**src/rtl/rx_fifo_writer_if.sv**
```systemverilog
// rx_fifo_writer_if: RX byte stream in, afifo write port out
interface rx_fifo_writer_if;
    logic       rx_dv;
    logic [7:0] rx_data;
    logic       rx_er;
    logic       fifo_we;
    logic [9:0] fifo_wdata;
    logic       fifo_wfull;
    modport master (input rx_dv, rx_data, rx_er, fifo_wfull, output fifo_we, fifo_wdata);
    modport slave  (output rx_dv, rx_data, rx_er, fifo_wfull, input fifo_we, fifo_wdata);
endinterface

```
**src/rtl/rx_fifo_writer.sv**
```systemverilog
// rx_fifo_writer: frames the RX byte stream into {err,last,data} afifo words
module rx_fifo_writer #(
    parameter int MIN_LEN = 64,
    parameter int MAX_LEN = 1518,
    parameter int CNT_W   = 16
) (
    input  logic             wclk,
    input  logic             wrst,
    rx_fifo_writer_if.master bus,
    output logic [CNT_W-1:0] frame_cnt,
    output logic [CNT_W-1:0] drop_cnt,
    output logic             busy
);
    typedef enum logic [1:0] {IDLE, FRAME, DROP, TERM} state_t;
    localparam logic [15:0] MIN_L = 16'(MIN_LEN);
    localparam logic [15:0] MAX_L = 16'(MAX_LEN);
    state_t      state, state_nx;
    logic [7:0]  hold, hold_nx;
    logic [15:0] len, len_nx;
    logic        err_acc, err_acc_nx;
    logic        prev_dv;
    logic        frame_inc, drop_inc, end_err;
    assign busy = state != IDLE;
    // State, holding register and saturating statistics; prev_dv resets high so a frame in flight at reset release is ignored
    always_ff @(posedge wclk) begin
        if (wrst) begin
            state     <= IDLE;
            hold      <= 8'h00;
            len       <= 16'd0;
            err_acc   <= 1'b0;
            prev_dv   <= 1'b1;
            frame_cnt <= '0;
            drop_cnt  <= '0;
        end else begin
            state     <= state_nx;
            hold      <= hold_nx;
            len       <= len_nx;
            err_acc   <= err_acc_nx;
            prev_dv   <= bus.rx_dv;
            frame_cnt <= frame_inc ? frame_cnt + CNT_W'(frame_cnt != '1) : frame_cnt;
            drop_cnt  <= drop_inc ? drop_cnt + CNT_W'(drop_cnt != '1) : drop_cnt;
        end
    end
    // Next state and FIFO write; the held byte goes out one cycle late so the final one can carry last
    always_comb begin
        end_err        = err_acc | (len < MIN_L) | (len > MAX_L);
        state_nx       = state;
        hold_nx        = hold;
        len_nx         = len;
        err_acc_nx     = err_acc;
        frame_inc      = 1'b0;
        drop_inc       = 1'b0;
        bus.fifo_we    = 1'b0;
        bus.fifo_wdata = 10'h000;
        case (state)
            IDLE: begin
                if (bus.rx_dv && !prev_dv) begin
                    state_nx   = FRAME;
                    hold_nx    = bus.rx_data;
                    len_nx     = 16'd1;
                    err_acc_nx = bus.rx_er;
                end
            end
            FRAME: begin
                bus.fifo_we    = !bus.fifo_wfull;
                bus.fifo_wdata = {end_err & !bus.rx_dv, !bus.rx_dv, hold};
                if (bus.rx_dv) begin
                    hold_nx    = bus.rx_data;
                    len_nx     = len + 16'(len != 16'hFFFF);
                    err_acc_nx = err_acc | bus.rx_er;
                    drop_inc   = bus.fifo_wfull;
                    state_nx   = bus.fifo_wfull ? DROP : FRAME;
                end else begin
                    drop_inc  = bus.fifo_wfull;
                    frame_inc = !bus.fifo_wfull && !end_err;
                    state_nx  = bus.fifo_wfull ? TERM : IDLE;
                end
            end
            DROP: state_nx = bus.rx_dv ? DROP : TERM;
            TERM: begin
                bus.fifo_we    = !bus.fifo_wfull;
                bus.fifo_wdata = 10'h300;
                drop_inc       = bus.rx_dv;
                state_nx       = bus.rx_dv ? DROP : (bus.fifo_wfull ? TERM : IDLE);
            end
            default: state_nx = IDLE;
        endcase
        if (wrst) bus.fifo_we = 1'b0;
    end
endmodule

```
**src/flat_wrapper.sv**
```systemverilog
// flat-port wrapper written by rule: the top's interface ports become plain ports
module rx_fifo_writer_flat 
#(
    parameter int MIN_LEN = 64,
    parameter int MAX_LEN = 1518,
    parameter int CNT_W   = 16
)
  (wclk, wrst, frame_cnt, drop_cnt, busy, bus_rx_dv, bus_rx_data, bus_rx_er, bus_fifo_wfull, bus_fifo_we, bus_fifo_wdata);
  rx_fifo_writer_if bus_i ();
  input  logic wclk;
  input  logic wrst;
  output logic [CNT_W-1:0] frame_cnt;
  output logic [CNT_W-1:0] drop_cnt;
  output logic busy;
  input wire logic [$bits(bus_i.rx_dv)-1:0] bus_rx_dv;
  input wire logic [$bits(bus_i.rx_data)-1:0] bus_rx_data;
  input wire logic [$bits(bus_i.rx_er)-1:0] bus_rx_er;
  input wire logic [$bits(bus_i.fifo_wfull)-1:0] bus_fifo_wfull;
  output wire logic [$bits(bus_i.fifo_we)-1:0] bus_fifo_we;
  output wire logic [$bits(bus_i.fifo_wdata)-1:0] bus_fifo_wdata;
  assign bus_i.rx_dv = bus_rx_dv;
  assign bus_i.rx_data = bus_rx_data;
  assign bus_i.rx_er = bus_rx_er;
  assign bus_i.fifo_wfull = bus_fifo_wfull;
  assign bus_fifo_we = bus_i.fifo_we;
  assign bus_fifo_wdata = bus_i.fifo_wdata;
  rx_fifo_writer #(.MIN_LEN(MIN_LEN), .MAX_LEN(MAX_LEN), .CNT_W(CNT_W)) u_core (.wclk(wclk), .wrst(wrst), .bus(bus_i), .frame_cnt(frame_cnt), .drop_cnt(drop_cnt), .busy(busy));
endmodule
```
**config.mk**
```make
export PLATFORM = sky130hd
export DESIGN_NAME = rx_fifo_writer_flat
export DESIGN_NICKNAME = d
export VERILOG_FILES = /design/src/rtl/rx_fifo_writer_if.sv /design/src/rtl/rx_fifo_writer.sv /design/src/flat_wrapper.sv
export SDC_FILE = /design/constraint.sdc
export NUM_CORES = 1
export LEC_CHECK = 0
export CORE_MARGIN = 5
export CORE_UTILIZATION = 52
export DETAILED_ROUTE_END_ITERATION = 10
export PLACE_DENSITY = 0.79
export SLEW_MARGIN = 0
export SYNTH_ARGS = -nofsm -noshare
export SYNTH_HDL_FRONTEND = slang
export SYNTH_SLANG_ARGS = --single-unit
export TNS_END_PERCENT = 20
```
**constraint.sdc**
```tcl
create_clock -name wclk -period 3.15 [get_ports wclk]
set_input_delay 0.315 -clock wclk [delete_from_list [all_inputs] [get_ports wclk]]
set_output_delay 0.315 -clock wclk [all_outputs]
set_load 0.005 [all_outputs]
```
# == After elaboration in Yosys (flattened, before gate mapping) ==
# Cells that the tools add are included.
# classes
n_div,0
shift,0
muxes,22
reduce_logical,11
multipliers,0
n_bitwise,4
order_cmp,2
eq_ne,8
add_sub_neg,3
# ops
cell,n
adder 16 x 1 -> 16 bit,3
!= test 16 bit (second input constant),3
2-to-1 mux 16 bit,2
case mux 16 bit (2 select lines),1
case mux 10 bit (2 select lines),1
greater-than comparator 16 x 11 -> 1 bit (second input constant),1
less-than comparator 16 x 7 -> 1 bit (second input constant),1
2-to-1 mux 8 bit,2
case mux 8 bit (2 select lines),1
2-to-1 mux 2 bit,5
case mux 2 bit (4 select lines),1
2-to-1 mux 1 bit,7
equality test 2 bit (second input constant),2
logical NOT 1 bit,4
case mux 1 bit (2 select lines),2
nonzero test 2 bit,2
bitwise OR 1 bit,3
AND reduction 3 bit,1
equality test 2 x 1 -> 1 bit (second input constant),1
logical AND 1 bit,2
logical NOT 2 bit,1
!= test 2 x 1 -> 1 bit (second input constant),1
!= test 2 bit (second input constant),1
OR reduction 2 bit,1
bitwise AND 1 bit,1
# totals
n_memories,0
regBits,60
rom_bits,0
word_cells,57
latchBits,0
input_bits,13
ram_bits,0
out_inout_bits,44

# == Depth between registers and ports, before layout ==
# logic_depth
word_depth,7
mapped_depth,10
ltp_nobuf,9

# == Least setup slack after synthesis ==
# OpenSTA, ideal clock, no wires.
# synth_timing
path_type,flip-flop to flip-flop
from,register u_core.len[6]
to,register u_core.len[15]
setup_time_ns,0.070
synth_period_minus_slack_ns,2.310
stages_incl_launch_ff,10
arrival_ns,2.240
required_ns,3.080
n_path_buf,1
path_slack_ns,0.840
path_cell_list,dfxtp_1 > and3_1 > nand3_1 > or4_1 > ha_1 > nand3_1 > or4_1 > buf_2 > or4_1 > a21oi_1
# synth_via
elab_chain_cells,4
# synth_lines
element,line_no,source
"start, declared",rx_fifo_writer.sv:19,"logic [15:0] len, len_nx;"
"start signal, assigned",rx_fifo_writer.sv:37,len <= len_nx;
!= test 16 bit,rx_fifo_writer.sv:69,len_nx = len + 16'(len != 16'hFFFF);
adder 16 x 1 -> 16 bit *,rx_fifo_writer.sv:69,
2-to-1 mux 16 bit *,rx_fifo_writer.sv:67,if (bus.rx_dv) begin
case mux 16 bit (2 select lines) *,rx_fifo_writer.sv:55,case (state)
# Every way passes the cells marked *; elsewhere a longest branch is shown, timed or not. The select of a mux whose other input is x is not followed.
# A chain may end at the register's enable or synchronous reset.

# == Worst setup path after layout ==
# layout_timing
from,register u_core.state[0]
to,output bus_fifo_wdata[0]
# layout_via
elab_chain_cells,2
word_cells_on_any_way,3
classes_between,2 x eq/ne; 1 x mux
# layout_lines
element,line_no,source
"start, declared",rx_fifo_writer.sv:17,"state_t state, state_nx;"
"start signal, assigned",rx_fifo_writer.sv:35,state <= state_nx;
equality test 2 bit or equality test 2 x 1 -> 1 bit (tied branches),rx_fifo_writer.sv:55,
case mux 10 bit (2 select lines) *,rx_fifo_writer.sv:55,
"end, declared",flat_wrapper.sv:20,output wire logic [$bits(bus_i.fifo_wdata)-1:0] bus_fifo_wdata;
# Every way passes the cells marked *; elsewhere a longest branch is shown, timed or not.

==> run_results.csv <==
group,metric,value,unit
yosys,ys_seq_area_share,38.9,%
cells_and_area,utilization,66.9,%
clock_network,cts.sinks,60,
setup_path,worstPathCellList,"nor2b_1, and2_1, clkdlybuf4s50_1",
die,die_w,87.0,um
cells_and_area,drive_above_1_share,7.71,%
die,io_pins,57,
yosys,synth_edf_count,0,
yosys,yosysTopAreaCellShare,38.9,%
pwr,combPwrFrac,5.8,%
die,fp.dieH,87.0,um
route,route.detailed.drc,0,
sta,worst_slack,443,ps
pwr,seq_power_share,47.0,%
pwr,intPower,1.28,mW
die,core-area,0.00585,mm^2
yosys,syn-num-nets,394,
setup_path,crit_path_start,"u_core.state[0]",
cells_and_area,n_fill_cell,483,
route,drt-initial-drc-count,205,
pwr,power.density,424,mW/mm^2
place,io_buffers,56,
yosys,synth_cell_types,43,
sta,holdWs,372,ps
place,place.gp.congestion,0.849,
clock_network,post_cts_buffers,0,
sta,final.min_clock_period,2710,ps
clock_network,htreeDepth,3,
clock_network,cts_resized,0,
sta,fmax,0.369,GHz
setup_path,path_max_fanout,20,
setup_path,cp-endpoint,"bus_fifo_wdata[0]",
route,via_per_inst,5.89,
yosys,synth_warnings,0,
yosys,synth-seq-cells,60,
setup_path,reg2reg_to,"u_core.len[11]",
route,ant_nets,0,
grt,grt_pass1_wl,12600,um
cells_and_area,regArea,0.00120,mm^2
cells_and_area,num-nets-final,444,
setup_path,reg2reg_slack,570,ps
grt,antenna_found_initial,0,
pwr,peakVddDrop,0.000233,V
hold_path,hp-class,"input port to register",
clock_network,clockBufferDepth,2,
yosys,netlist_area,0.00309,mm^2
setup_path,reg2reg_from,"u_core.len[6]",
grt,grt_max_degree,54,
pwr,switching_share,23.1,%
place,dp_slack,585,ps
setup_path,reg2regPathDepth,8,
setup_path,critPathMaxStageDelay,690,ps
sta,relSlewSlack,49.0,%
sta,finalSetupViolations,0,
setup_path,arrival,2390,ps
sta,finalSetupTns,0,ps
setup_path,crit_required,2830,ps
yosys,synth_flop_cell,"dfxtp_1",
setup_path,startpoint_type,"register",
cells_and_area,multi_input_area,0.00177,mm^2
sta,maxSlewViolCount,0,
sta,hold_viol_final,0,
sta,finClkSkew,4.86,ps
yosys,synth_top_cell_by_area,"dfxtp_1",
yosys,syn_avg_cell_area,8.28,um^2
clock_network,clock_latency,340,ps
pwr,clock_power_share,47.1,%
grt,grt_util_all_layers,20.5,%
cells_and_area,syn_to_final_growth,26.7,%
place,dp_hpwl,5140,um
sta,rsz0062_at_grt,"no",
pwr,p_leak,1.32,nW
status,outcome,"finished, final reports clean",
yosys,synth_cells,373,
route,routedWlPerCell,14.6,um
clock_network,postCtsHoldBufs,0,
die,rows,28,
die,initial_core_util,52.8,%
route,vias,2961,
grt,grt-ovfl-total,0,
sta,tightest_slew,762,ps
clock_network,clk_pin_slew,70,ps
setup_path,crit_slowest_cell,"dfxtp_1",
clock_network,cts_buffers,9,
die,fp.dieArea,0.00758,mm^2
yosys,async_flop_share,0,%
pwr,power_switching,0.383,mW
cells_and_area,insertedDiodeCount,0,
sta,min_period_over_period,85.9,%
yosys,synthTopCellsByArea,"dfxtp_1, a21oi_1, nand2_1",
grt,grt_pass1_vias,2774,
clock_network,cts_tree,"yes",
run,max_cap_violations,0,
route,routed_wl,7350,um
setup_path,cp-end-kind,"output port",
clock_network,cts-root-buf,"clkbuf_8",
setup_path,crit_type,"register to output port",
route,drt_pass1_iterations,5,
==> stage by stage <==
| stage | std cells | power (mW) | cell area (um^2) |
|---|---|---|---|
| 3_3_place_gp | 487 | 0.892 | 3690 |
| 5_1_grt | 503 | 1.72 | 3910 |
| 3_5_place_dp | 487 | 0.894 | 3690 |
| 4_1_cts | 503 | 1.67 | 3910 |
| 2_1_floorplan | 373 | 0.853 | 3090 |
| 6_report | 503 | 1.66 | 3910 |
==> cells in the mapped netlist (5+ instances only) <==
cell,n
and4_1,6
buf_2,5
xor2_1,6
and2_1,11
ha_1,8
and3_1,6
o21ai_0,9
nand3_1,23
nor4_1,10
o31ai_1,10
nor2_1,24
nor2b_1,12
inv_1,9
nand2_1,39
nand4_1,14
or2_2,6
dfxtp_1,60
mux2_1,6
or4_1,13
or3_1,9
clkbuf_1,14
a21oi_1,31
==> logic make-up (layout without fill, tap and decap cells) <==
group	count (synthesis)	in the layout	share of synthesized area [%]
adder cells (fa/ha/maj)	8	8	3.24
flip-flops	60	60	38.9
buffers and inverters	30	85	3.85
XOR/XNOR	8	8	2.27
AO/OA/AOI/OAI	69	69	14.2
multiplexers	13	13	4.62
AND/OR/NAND/NOR	185	185	32.9
==> metal layers <==
metal | vias to the layer above | share of wire, % | global-route usage [%]
met3 | 12 | 6.2 | 6.05
met4 | 0 | 1.2 | 7.51
li1 | 1471 | - | -
met2 | 95 | 47 | 31.7
met1 | 1383 | 45 | 26.9
met5 | - | 0 | 0
==> sequential cells by signal (all words and copies together) (netlist names) <==
register	flops
u_core.state	2
u_core.drop_cnt	16
u_core.hold	8
u_core.frame_cnt	16
u_core.err_acc	1
u_core.prev_dv	1
u_core.len	16
==> final cells by class <==
| type | count | share of cell area, % |
|---|---|---|
| clock buffer | 10 | 3.52 |
| clock inverter | 6 | 2.24 |
| inverter | 9 | 0.864 |
| multi-input combinational | 283 | 45.3 |
| sequential | 60 | 30.7 |
| tap | 75 | 2.40 |
| timing repair buffer | 60 | 15.0 |
==> worst min-delay path by stage <==
stage | endpoint | slack [ps] | from | depth (start not counted)
global route | u_core.prev_dv | 420 | wrst | 3
detailed placement | u_core.hold[0] | 440 | u_core.hold[0] | 2
floorplan | u_core.len[0] | 430 | bus_rx_dv | 1
global placement | u_core.hold[0] | 440 | u_core.hold[0] | 2
finish | u_core.prev_dv | 370 | wrst | 3
CTS | u_core.prev_dv | 360 | wrst | 3
==> power groups by stage <==
stage,combinational (mW),sequential (mW),clock [mW]
global placement,0.0954,0.797,0
floorplan,0.0631,0.790,0
finish,0.0971,0.780,0.782
detailed placement,0.0970,0.797,0
global route,0.109,0.782,0.828
CTS,0.0977,0.780,0.791
==> worst max-delay path: cells and delay by family, from the launching register on <==
kind | cells | cell delay, ps
simple gates | 2 | 850
flops | 1 | 690
buf+inv | 1 | 510
==> placed cells by master (no fill, tap or decap), types with 2 or more instances in the layout <==
cell type / Yosys / final
a211oi_1: 3 / 3
a21oi_1: 31 / 31
a311oi_1: 2 / 2
and2_1: 11 / 11
and3_1: 6 / 6
and4_1: 6 / 6
buf_4: 0 / 4
bufinv_16: 0 / 2
clkbuf_8: 0 / 10
clkdlybuf4s50_1: 0 / 55
clkinvlp_4: 0 / 3
dfxtp_1: 60 / 60
ha_1: 8 / 8
inv_1: 9 / 9
mux2_1: 6 / 6
mux2_2: 4 / 4
mux2i_1: 3 / 3
nand2_1: 39 / 39
nand2b_1: 2 / 2
nand3_1: 23 / 23
nand4_1: 14 / 14
nor2_1: 24 / 24
nor2b_1: 12 / 12
nor4_1: 10 / 10
nor4b_1: 4 / 4
o21ai_0: 9 / 9
o311ai_1: 4 / 4
o31ai_1: 10 / 10
o41ai_1: 4 / 4
or2_2: 6 / 6
or3_1: 9 / 9
or4_1: 13 / 13
xnor2_1: 2 / 2
xor2_1: 6 / 6
Power figures use the tool's default switching activity.
